<file path="src/rtl/sparse_serializer.sv">
// sparse_serializer: captures one compacted frame (value/column pairs plus a
// count) and replays it one pair per beat on a valid/ready stream, flagging
// the final beat. A zero-count frame yields a single empty beat with
// out_empty set so downstream framing never loses a frame boundary.
// Optional feature macro: SPARSE_SER_FRAME_ID_EN adds an 8-bit out_frame_id
// that counts completed frames (mod 256).
// W_OUT must be at least 2.
module sparse_serializer #(
  parameter int W_OUT         = 128,
  parameter int SIZE_val_DATA = 8,
  parameter int SIZE_count    = 6
) (
  input  logic                                  clk,
  input  logic                                  rst_n,
  input  logic                                  in_valid,
  output logic                                  in_ready,
  input  logic [W_OUT-1:0][SIZE_val_DATA-1:0]   in_val,
  input  logic [W_OUT-1:0][SIZE_count-1:0]      in_col,
  input  logic [SIZE_count-1:0]                 in_count,
  output logic                                  out_valid,
  input  logic                                  out_ready,
  output logic [SIZE_val_DATA-1:0]              out_val,
  output logic [SIZE_count-1:0]                 out_col,
  output logic                                  out_last,
`ifdef SPARSE_SER_FRAME_ID_EN
  output logic [7:0]                            out_frame_id,
`endif
  output logic                                  out_empty
);

  // One extra bit so a full frame (count == W_OUT) is representable.
  localparam int IDX_W = $clog2(W_OUT) + 1;
  localparam int SEL_W = $clog2(W_OUT);
  localparam int CMP_W = (SIZE_count > IDX_W) ? SIZE_count : IDX_W;

  typedef enum logic {IDLE, SEND} state_t;

  state_t                               state;
  logic [IDX_W-1:0]                     idx;
  logic [IDX_W-1:0]                     eff_count;
  logic [W_OUT-1:0][SIZE_val_DATA-1:0]  val_buf;
  logic [W_OUT-1:0][SIZE_count-1:0]     col_buf;

  logic [IDX_W-1:0]                     next_idx;
  logic [SEL_W-1:0]                     next_sel;
  logic [IDX_W-1:0]                     cap_count;
  logic                                 capture;
  logic                                 beat_xfer;

  // Clamp the requested entry count to the capture array depth.
  function automatic logic [IDX_W-1:0] sat_count(input logic [SIZE_count-1:0] cnt);
    logic [CMP_W-1:0] wide;
    wide = CMP_W'(cnt);
    if (wide > CMP_W'(W_OUT)) return IDX_W'(W_OUT);
    return IDX_W'(wide);
  endfunction

  assign next_idx  = idx + IDX_W'(1);
  // Only consulted while next_idx < eff_count <= W_OUT, so the top bit is zero.
  assign next_sel  = next_idx[SEL_W-1:0];
  assign cap_count = sat_count(in_count);
  assign capture   = (state == IDLE) && in_valid && in_ready;
  assign beat_xfer = out_valid && out_ready;

  // Frame buffer: loaded only on the capture cycle, untouched during SEND.
  always_ff @(posedge clk) begin
    if (capture) begin
      val_buf <= in_val;
      col_buf <= in_col;
    end
  end

  // Control FSM with registered handshake and beat outputs.
  always_ff @(posedge clk) begin
    if (!rst_n) begin
      state     <= IDLE;
      idx       <= '0;
      eff_count <= '0;
      in_ready  <= 1'b0;
      out_valid <= 1'b0;
      out_val   <= '0;
      out_col   <= '0;
      out_last  <= 1'b0;
      out_empty <= 1'b0;
    end else begin
      case (state)
        IDLE: begin
          in_ready <= 1'b1;
          if (capture) begin
            state     <= SEND;
            in_ready  <= 1'b0;
            idx       <= '0;
            eff_count <= cap_count;
            out_valid <= 1'b1;
            // Entry 0 is taken straight from the inputs so it appears one
            // cycle after capture.
            if (cap_count == '0) begin
              out_val   <= '0;
              out_col   <= '0;
              out_last  <= 1'b1;
              out_empty <= 1'b1;
            end else begin
              out_val   <= in_val[0];
              out_col   <= in_col[0];
              out_last  <= (cap_count == IDX_W'(1));
              out_empty <= 1'b0;
            end
          end
        end
        SEND: begin
          if (beat_xfer) begin
            if (out_last) begin
              state     <= IDLE;
              in_ready  <= 1'b1;
              out_valid <= 1'b0;
              out_last  <= 1'b0;
              out_empty <= 1'b0;
            end else begin
              idx      <= next_idx;
              out_val  <= val_buf[next_sel];
              out_col  <= col_buf[next_sel];
              out_last <= (next_idx == eff_count - IDX_W'(1));
            end
          end
        end
        default: state <= IDLE;
      endcase
    end
  end

`ifdef SPARSE_SER_FRAME_ID_EN
  // Frame counter advances on each last-beat transfer.
  always_ff @(posedge clk) begin
    if (!rst_n) begin
      out_frame_id <= '0;
    end else if (beat_xfer && out_last) begin
      out_frame_id <= out_frame_id + 8'd1;
    end
  end
`endif

endmodule

</file>
<file path="config.mk">
export PLATFORM = sky130hd
export DESIGN_NAME = sparse_serializer
export DESIGN_NICKNAME = d
export VERILOG_FILES = /design/src/rtl/sparse_serializer.sv
export SDC_FILE = /design/constraint.sdc
export NUM_CORES = 2
export LEC_CHECK = 0
export BUFFER_PORTS_ARGS = -buffer_cell sky130_fd_sc_hd__buf_4
export CAP_MARGIN = 15
export CORE_AREA = 2 2 714 716
export CTS_BUF_LIST = sky130_fd_sc_hd__clkbuf_4 sky130_fd_sc_hd__clkbuf_8
export CTS_CLUSTER_DIAMETER = 100
export DETAILED_ROUTE_END_ITERATION = 10
export DIE_AREA = 0 0 716 718
export MAX_ROUTING_LAYER = met4
export PLACE_DENSITY = 0.3
export SYNTH_ARGS = -nofsm -noshare
export SYNTH_HDL_FRONTEND = slang
export SYNTH_SLANG_ARGS = --single-unit
</file>
<file path="constraint.sdc">
create_clock -name clk -period 139.3 [get_ports clk]
set_clock_uncertainty 0.1 [all_clocks]
set_input_delay 20.895 -clock clk [delete_from_list [all_inputs] [get_ports clk]]
set_output_delay 20.895 -clock clk [all_outputs]
set_load 0.02 [all_outputs]
</file>
# == Word-level counts from Yosys, hierarchy flattened ==
# Index checks and enable logic that the tools add are counted.
# word_totals
regBits,1827
in_bits,1802
out_inout_bits,18
word_cells,326
# classes
n_addsub,2
magnitude_cmp,2
n_eq_ne,6
muxes,41
n_bitwise,1
n_reduce_logical,9
# ops
operator,count
8-bit 2-to-1 mux,10
8-bit binary-select mux with 7-bit select,1
6-bit binary-select mux with 7-bit select,1
8-bit one-hot mux with 2 select lines,2
6-bit 2-to-1 mux,5
1-bit 2-to-1 mux,16
6-bit one-hot mux with 2 select lines,1
1-bit one-hot mux with 2 select lines,5
8-bit by 1-bit adder with 8-bit output (second input constant),1
8-bit by 1-bit == test with 1-bit output (second input constant),1
8-bit == test,1
6-bit by 8-bit greater-than comparator with 1-bit output (second input constant),1
8-bit logical NOT,1
7-bit by 8-bit less-than comparator with 1-bit output (second input constant),1
8-bit by 1-bit subtractor with 8-bit output (second input constant),1
2-bit inequality test (second input constant),3
2-bit AND reduction,3
3-bit AND reduction,2
1-bit logical AND,3
2-bit by 1-bit inequality test with 1-bit output (second input constant),1
1-bit inverter,1

# == Longest topological paths before layout ==
# logic_depth
depth_word,7
depth_mapped,12
depth_no_buf,8

# == Worst setup path before layout ==
# No wires, ideal clock.
# synth_timing
kind,in2reg
startpoint,input in_valid
endpoint,register out_empty
setup_ps,192
arrival_time_ps,74586
required_time_ps,139008
slack_ps,64422
path_stages,6
path_buffers,1
cell_sequence,nand2_1 or2_2 inv_1 clkbuf_1 a22oi_1 nor2b_1
# synth_via
elab_chain_len,4
# synth_rtl
item,line,text
"start, declared",15,"input logic in_valid,"
1-bit logical AND (2 in series),62,assign capture = (state == IDLE) && in_valid && in_ready;
via capture,47,logic capture;
2-bit inequality test (no line),-,
3-bit AND reduction (no line),-,
"end signal, assigned",84,out_empty <= 1'b0;
"end signal, assigned",101,out_empty <= 1'b1;
"end signal, assigned",106,out_empty <= 1'b0;
"end, declared",28,output logic out_empty
# The timed path passes the listed nets, and every way through them passes these cells.
# A chain may end at the register's enable or synchronous reset.

# == Worst setup path after layout ==
# layout_timing
startpoint,input in_valid
endpoint,"register val_buf[996] in the netlist's numbering, enable pin"
# layout_via
elab_chain_len,2
# layout_rtl
item,line,text
1-bit logical AND (2 in series),62,
"end signal, assigned",68,val_buf <= in_val;
"end, declared",41,logic [W_OUT-1:0][SIZE_val_DATA-1:0] val_buf;
# No other way between the ends.

==> results.rst <==
.. list-table::
   :header-rows: 1

   * - Metric
     - Value
   * - Outcome
     - finished, final reports clean
   * - Share of the synthesized area in the top cell type
     - 76.7%
   * - Clock tree from TritonCTS
     - yes
   * - Largest family of logic cells by synthesized area
     - multiplexers
   * - Aggregate global routing overflow
     - 0
   * - Clock transition at the registers of the reported paths
     - 50 ps
   * - Tot GR Track Use
     - 14.5%
   * - Sequential element share of the synthesized area
     - 77.6%
   * - Row Count
     - 262
   * - Pin slew with the least headroom to its limit
     - 1320 ps
   * - Number of design rule violations left after detail routing
     - 0
   * - Final weighted congestion in routability-driven placement
     - 0.781
   * - Synthesized netlist net count
     - 4999
   * - Largest voltage drop on the vdd net
     - 0.00745 mV
   * - Final hold viol count
     - 0
   * - Synth-to-Final Area Change
     - 42.6%
   * - Synth cell types
     - 62
   * - DIE AREA
     - 514000 µm²
   * - Die height
     - 718 µm
   * - Number of buffers added for setup after CTS
     - 0
   * - Post-Synth Adder-Cell Area
     - 0.0499%
   * - Mean Syn Cell Area
     - 22.0 µm²
   * - Post-detailed-routing wire length
     - 376 mm
   * - Antenna violations before repair
     - 245
   * - Number of register bits inferred by synthesis
     - 1825
   * - Clk root buf
     - sky130_fd_sc_hd__clkbuf_8
   * - Total number of H-tree levels
     - 5
   * - Part of the cycle the worst path needs
     - 19.1%
   * - Count of endpoints failing setup in the final report
     - 0
   * - Slowest-stage cell, CP
     - sky130_fd_sc_hd__buf_4
   * - Hold_buf cts
     - 0
   * - Maximum fanout along the worst path
     - 104
   * - Number of buffers and inverters on the critical path
     - 8
   * - First-pass GRT wire length
     - 476 mm
   * - Total number of vias
     - 42380
   * - Layout cells sized above 1
     - 53.5%
   * - Via count of the first global-routing pass
     - 46413
   * - Initial Utilization
     - 13.8%
   * - Final core utilization
     - 19.7%
   * - Fraction of synthesis flops using an asynchronous set or reset pin
     - 0%
   * - Syn Inst Count
     - 3195
   * - Top-Level Pins
     - 1820
   * - Average detailed-routed wire length per instance
     - 30.2 µm
   * - Netlist area before placement
     - 70200 µm²
   * - Setup total negative slack
     - 0 ps
   * - Power density normalized to cell area
     - 13.0 nW/µm²
   * - Achievable clock frequency
     - 37.6 MHz
   * - Number of max-cap violations
     - 0
   * - Family with the most delay on the worst path
     - buffers and inverters
   * - Detailed Place HPWL
     - 295 mm
   * - Cell-by-cell listing of the critical path
     - buf_4 > nand2_1 > or2_2 > inv_8 > buf_4 > buf_4 > buf_4 > buf_4 > buf_4 > buf_4
   * - Startpoint class of the critical path
     - input pin
   * - Area inside the core boundary
     - 507000 µm²
   * - Slowest stage delay, CP
     - 830 ps
   * - Number of CTS-inserted buffers
     - 366
   * - Violation count after the first detailed-routing iteration
     - 2912
   * - Port buffer count
     - 1819
   * - Max Transition Viols Final
     - 0
   * - Worst setup EP type
     - flip-flop
   * - Number of nets in the layout
     - 7116
   * - Longest Clk Path Bufs
     - 4
   * - Leading post-synthesis cells by cell area
     - sky130_fd_sc_hd__edfxtp_1 (77%), sky130_fd_sc_hd__mux4_2 (15%), sky130_fd_sc_hd__nand2_1 (1.4%)
   * - Clock Sink Count
     - 1825
   * - RSZ-0062 raised after global routing
     - false
   * - Crit path required time
     - 139840 ps
   * - Detailed-route vias per instance
     - 3.40
   * - Remaining max-slew budget at the tightest pin
     - 12.0%
   * - Minimum clock period
     - 26620 ps
   * - Largest net degree at the start of global routing
     - 186
   * - EDFF count, synth
     - 1792
   * - Fin area
     - 100000 µm²
   * - Antenna viol nets, final
     - 0
   * - Post-place instance area
     - 92500 µm²
   * - Share of cell area taken by muxes after synthesis
     - 15.8%
   * - Crit path DAT
     - 27160 ps
   * - Post-Synth Simple-Gate Area
     - 2.86%
   * - P_leak
     - 33.8 nW
   * - Number of instances resized during post-cts repair
     - 0
   * - Critical setup path kind
     - input pin to flip-flop
   * - Worst Hold Class
     - flip-flop to flip-flop
   * - TritonRoute pass-1 iters
     - 6
   * - Warnings from Yosys
     - 0
   * - Biggest area consumer among synthesized cells
     - sky130_fd_sc_hd__edfxtp_1
   * - Die W
     - 716 µm
   * - Top_reg_cell synth
     - sky130_fd_sc_hd__edfxtp_1
   * - Later-pin clock latency in the skew report
     - 1100 ps
   * - Fraction of synthesized cell area in xor and xnor cells
     - 0.333%
   * - Cell with the most instances on the worst path
     - sky130_fd_sc_hd__buf_4
   * - Fraction of the mapped netlist area in compound gates
     - 1.98%
==> sequential cells by signal, indices dropped and copies added, names as in the netlist <==
register / count
val_buf: 1024
col_buf: 768
idx: 8
out_val: 8
eff_count: 6
out_col: 6
in_ready: 1
out_empty: 1
out_last: 1
out_valid: 1
state: 1
==> through the flow <==
stage	hold WS, ps	power (mW)	instances	setup slack, ps
after floorplan	363	0.759	3195	64420
after global placement	387	0.745	11674	111790
after detailed placement	383	0.746	11675	111520
after CTS	398	1.33	12329	112810
after global routing	425	1.36	12441	112330
final	399	1.30	12465	112690
==> worst min-delay path, cell delays in order, from the launching register on <==
cell,delay [ps]
sky130_fd_sc_hd__dfxtp_1,330
sky130_fd_sc_hd__a22oi_1,70
sky130_fd_sc_hd__o21ai_1,70
==> final timing paths <==
kind                                 from                 endpoint  slack (ps)  cells after the start
setup / recovery                 in_valid   val_buf[996]$_DFFE_PP_      112690                     10
hold / removal    out_val[1]$_SDFFE_PN0P_  out_val[1]$_SDFFE_PN0P_         400                      2
setup reg to reg    in_ready$_SDFFE_PN0P_   val_buf[996]$_DFFE_PP_      132130                      9
hold reg to reg   out_val[1]$_SDFFE_PN0P_  out_val[1]$_SDFFE_PN0P_         400                      2
==> layout by cell type, fill, tap and decap left out, types with 6 or more instances in the layout <==
cell,Yosys,layout
sky130_fd_sc_hd__buf_4,37,1910
sky130_fd_sc_hd__nand3_1,89,89
sky130_fd_sc_hd__and3_1,13,12
sky130_fd_sc_hd__dfxtp_1,33,32
sky130_fd_sc_hd__clkinv_2,0,31
sky130_fd_sc_hd__buf_12,0,8
sky130_fd_sc_hd__a21oi_1,11,11
sky130_fd_sc_hd__inv_8,0,6
sky130_fd_sc_hd__nor3_1,15,14
sky130_fd_sc_hd__nor2_1,12,10
sky130_fd_sc_hd__inv_12,0,9
sky130_fd_sc_hd__mux4_2,461,461
sky130_fd_sc_hd__xnor2_1,14,13
sky130_fd_sc_hd__nor2b_1,18,17
sky130_fd_sc_hd__mux2i_2,0,7
sky130_fd_sc_hd__o221ai_1,8,8
sky130_fd_sc_hd__o21ai_1,6,6
sky130_fd_sc_hd__o21ai_0,13,12
sky130_fd_sc_hd__a22oi_1,21,20
sky130_fd_sc_hd__clkbuf_8,0,371
sky130_fd_sc_hd__nand2_1,270,269
sky130_fd_sc_hd__a31oi_1,10,10
sky130_fd_sc_hd__edfxtp_1,1792,1792
sky130_fd_sc_hd__clkbuf_4,0,132
sky130_fd_sc_hd__a32oi_1,19,19
sky130_fd_sc_hd__bufinv_16,0,11
sky130_fd_sc_hd__or3_1,7,7
sky130_fd_sc_hd__a21boi_0,8,8
sky130_fd_sc_hd__mux2i_1,70,63
sky130_fd_sc_hd__clkinv_1,0,81
sky130_fd_sc_hd__a32o_1,23,23
sky130_fd_sc_hd__o22ai_1,10,8
sky130_fd_sc_hd__inv_1,10,9
sky130_fd_sc_hd__diode_2,0,135
==> routing by layer <==
metal	wire [µm]	global-route usage, %	vias up
li1	-	-	17999
met2	201000	26.5	1845
met1	137000	15.4	21936
met5	0	-	-
met3	29500	4.32	600
met4	8840	3.19	0
==> Yosys cell counts (5+ instances only) <==
library cell               instances
sky130_fd_sc_hd__buf_1            14
sky130_fd_sc_hd__dfxtp_1          33
sky130_fd_sc_hd__a21boi_0          8
sky130_fd_sc_hd__and3_1           13
sky130_fd_sc_hd__o21a_1            5
sky130_fd_sc_hd__nor3_1           15
sky130_fd_sc_hd__a41oi_1           5
sky130_fd_sc_hd__inv_1            10
sky130_fd_sc_hd__o21ai_1           6
sky130_fd_sc_hd__edfxtp_1       1792
sky130_fd_sc_hd__nand2b_1          5
sky130_fd_sc_hd__buf_2            60
sky130_fd_sc_hd__or3_1             7
sky130_fd_sc_hd__a31oi_1          10
sky130_fd_sc_hd__a32oi_1          19
sky130_fd_sc_hd__nor2b_1          18
sky130_fd_sc_hd__clkbuf_1         52
sky130_fd_sc_hd__xnor2_1          14
sky130_fd_sc_hd__mux2i_1          70
sky130_fd_sc_hd__nor4_1           10
sky130_fd_sc_hd__o31ai_1           7
sky130_fd_sc_hd__nand2_1         270
sky130_fd_sc_hd__buf_4            37
sky130_fd_sc_hd__a22oi_1          21
sky130_fd_sc_hd__a222oi_1          5
sky130_fd_sc_hd__nor2_1           12
sky130_fd_sc_hd__o21ai_0          13
sky130_fd_sc_hd__a32o_1           23
sky130_fd_sc_hd__o221ai_1          8
sky130_fd_sc_hd__a21oi_1          11
sky130_fd_sc_hd__nand3_1          89
sky130_fd_sc_hd__buf_6             8
sky130_fd_sc_hd__mux4_2          461
sky130_fd_sc_hd__o22ai_1          10
==> where the power goes <==
part / internal (mW) / leakage [nW] / switching (mW) / total, mW
clock: 0.306 / 3.84 / 0.262 / 0.568
combinational: 0.0456 / 13.1 / 0.0399 / 0.0855
sequential: 0.638 / 16.8 / 0.00817 / 0.647
==> cell type report <==
class | instances | area [µm²]
Antenna cell | 135 | 338
Clock buffer | 503 | 6100
Clock inverter | 151 | 1160
Fill cell | 54159 | 407000
Inverter | 10 | 45.0
Multi-Input combinational cell | 1189 | 15000
Sequential cell | 1825 | 54500
Tap cell | 6732 | 8420
Timing Repair Buffer | 1920 | 14600
==> cell families after synthesis <==
| group | count (synthesis) |
|---|---|
| flops | 1825 |
| mux | 532 |
| simple gates | 453 |
| buf+inv | 181 |
| compound gates | 179 |
| xor+xnor | 22 |
| fa+ha+maj | 3 |
Power figures use the tool's default switching activity.
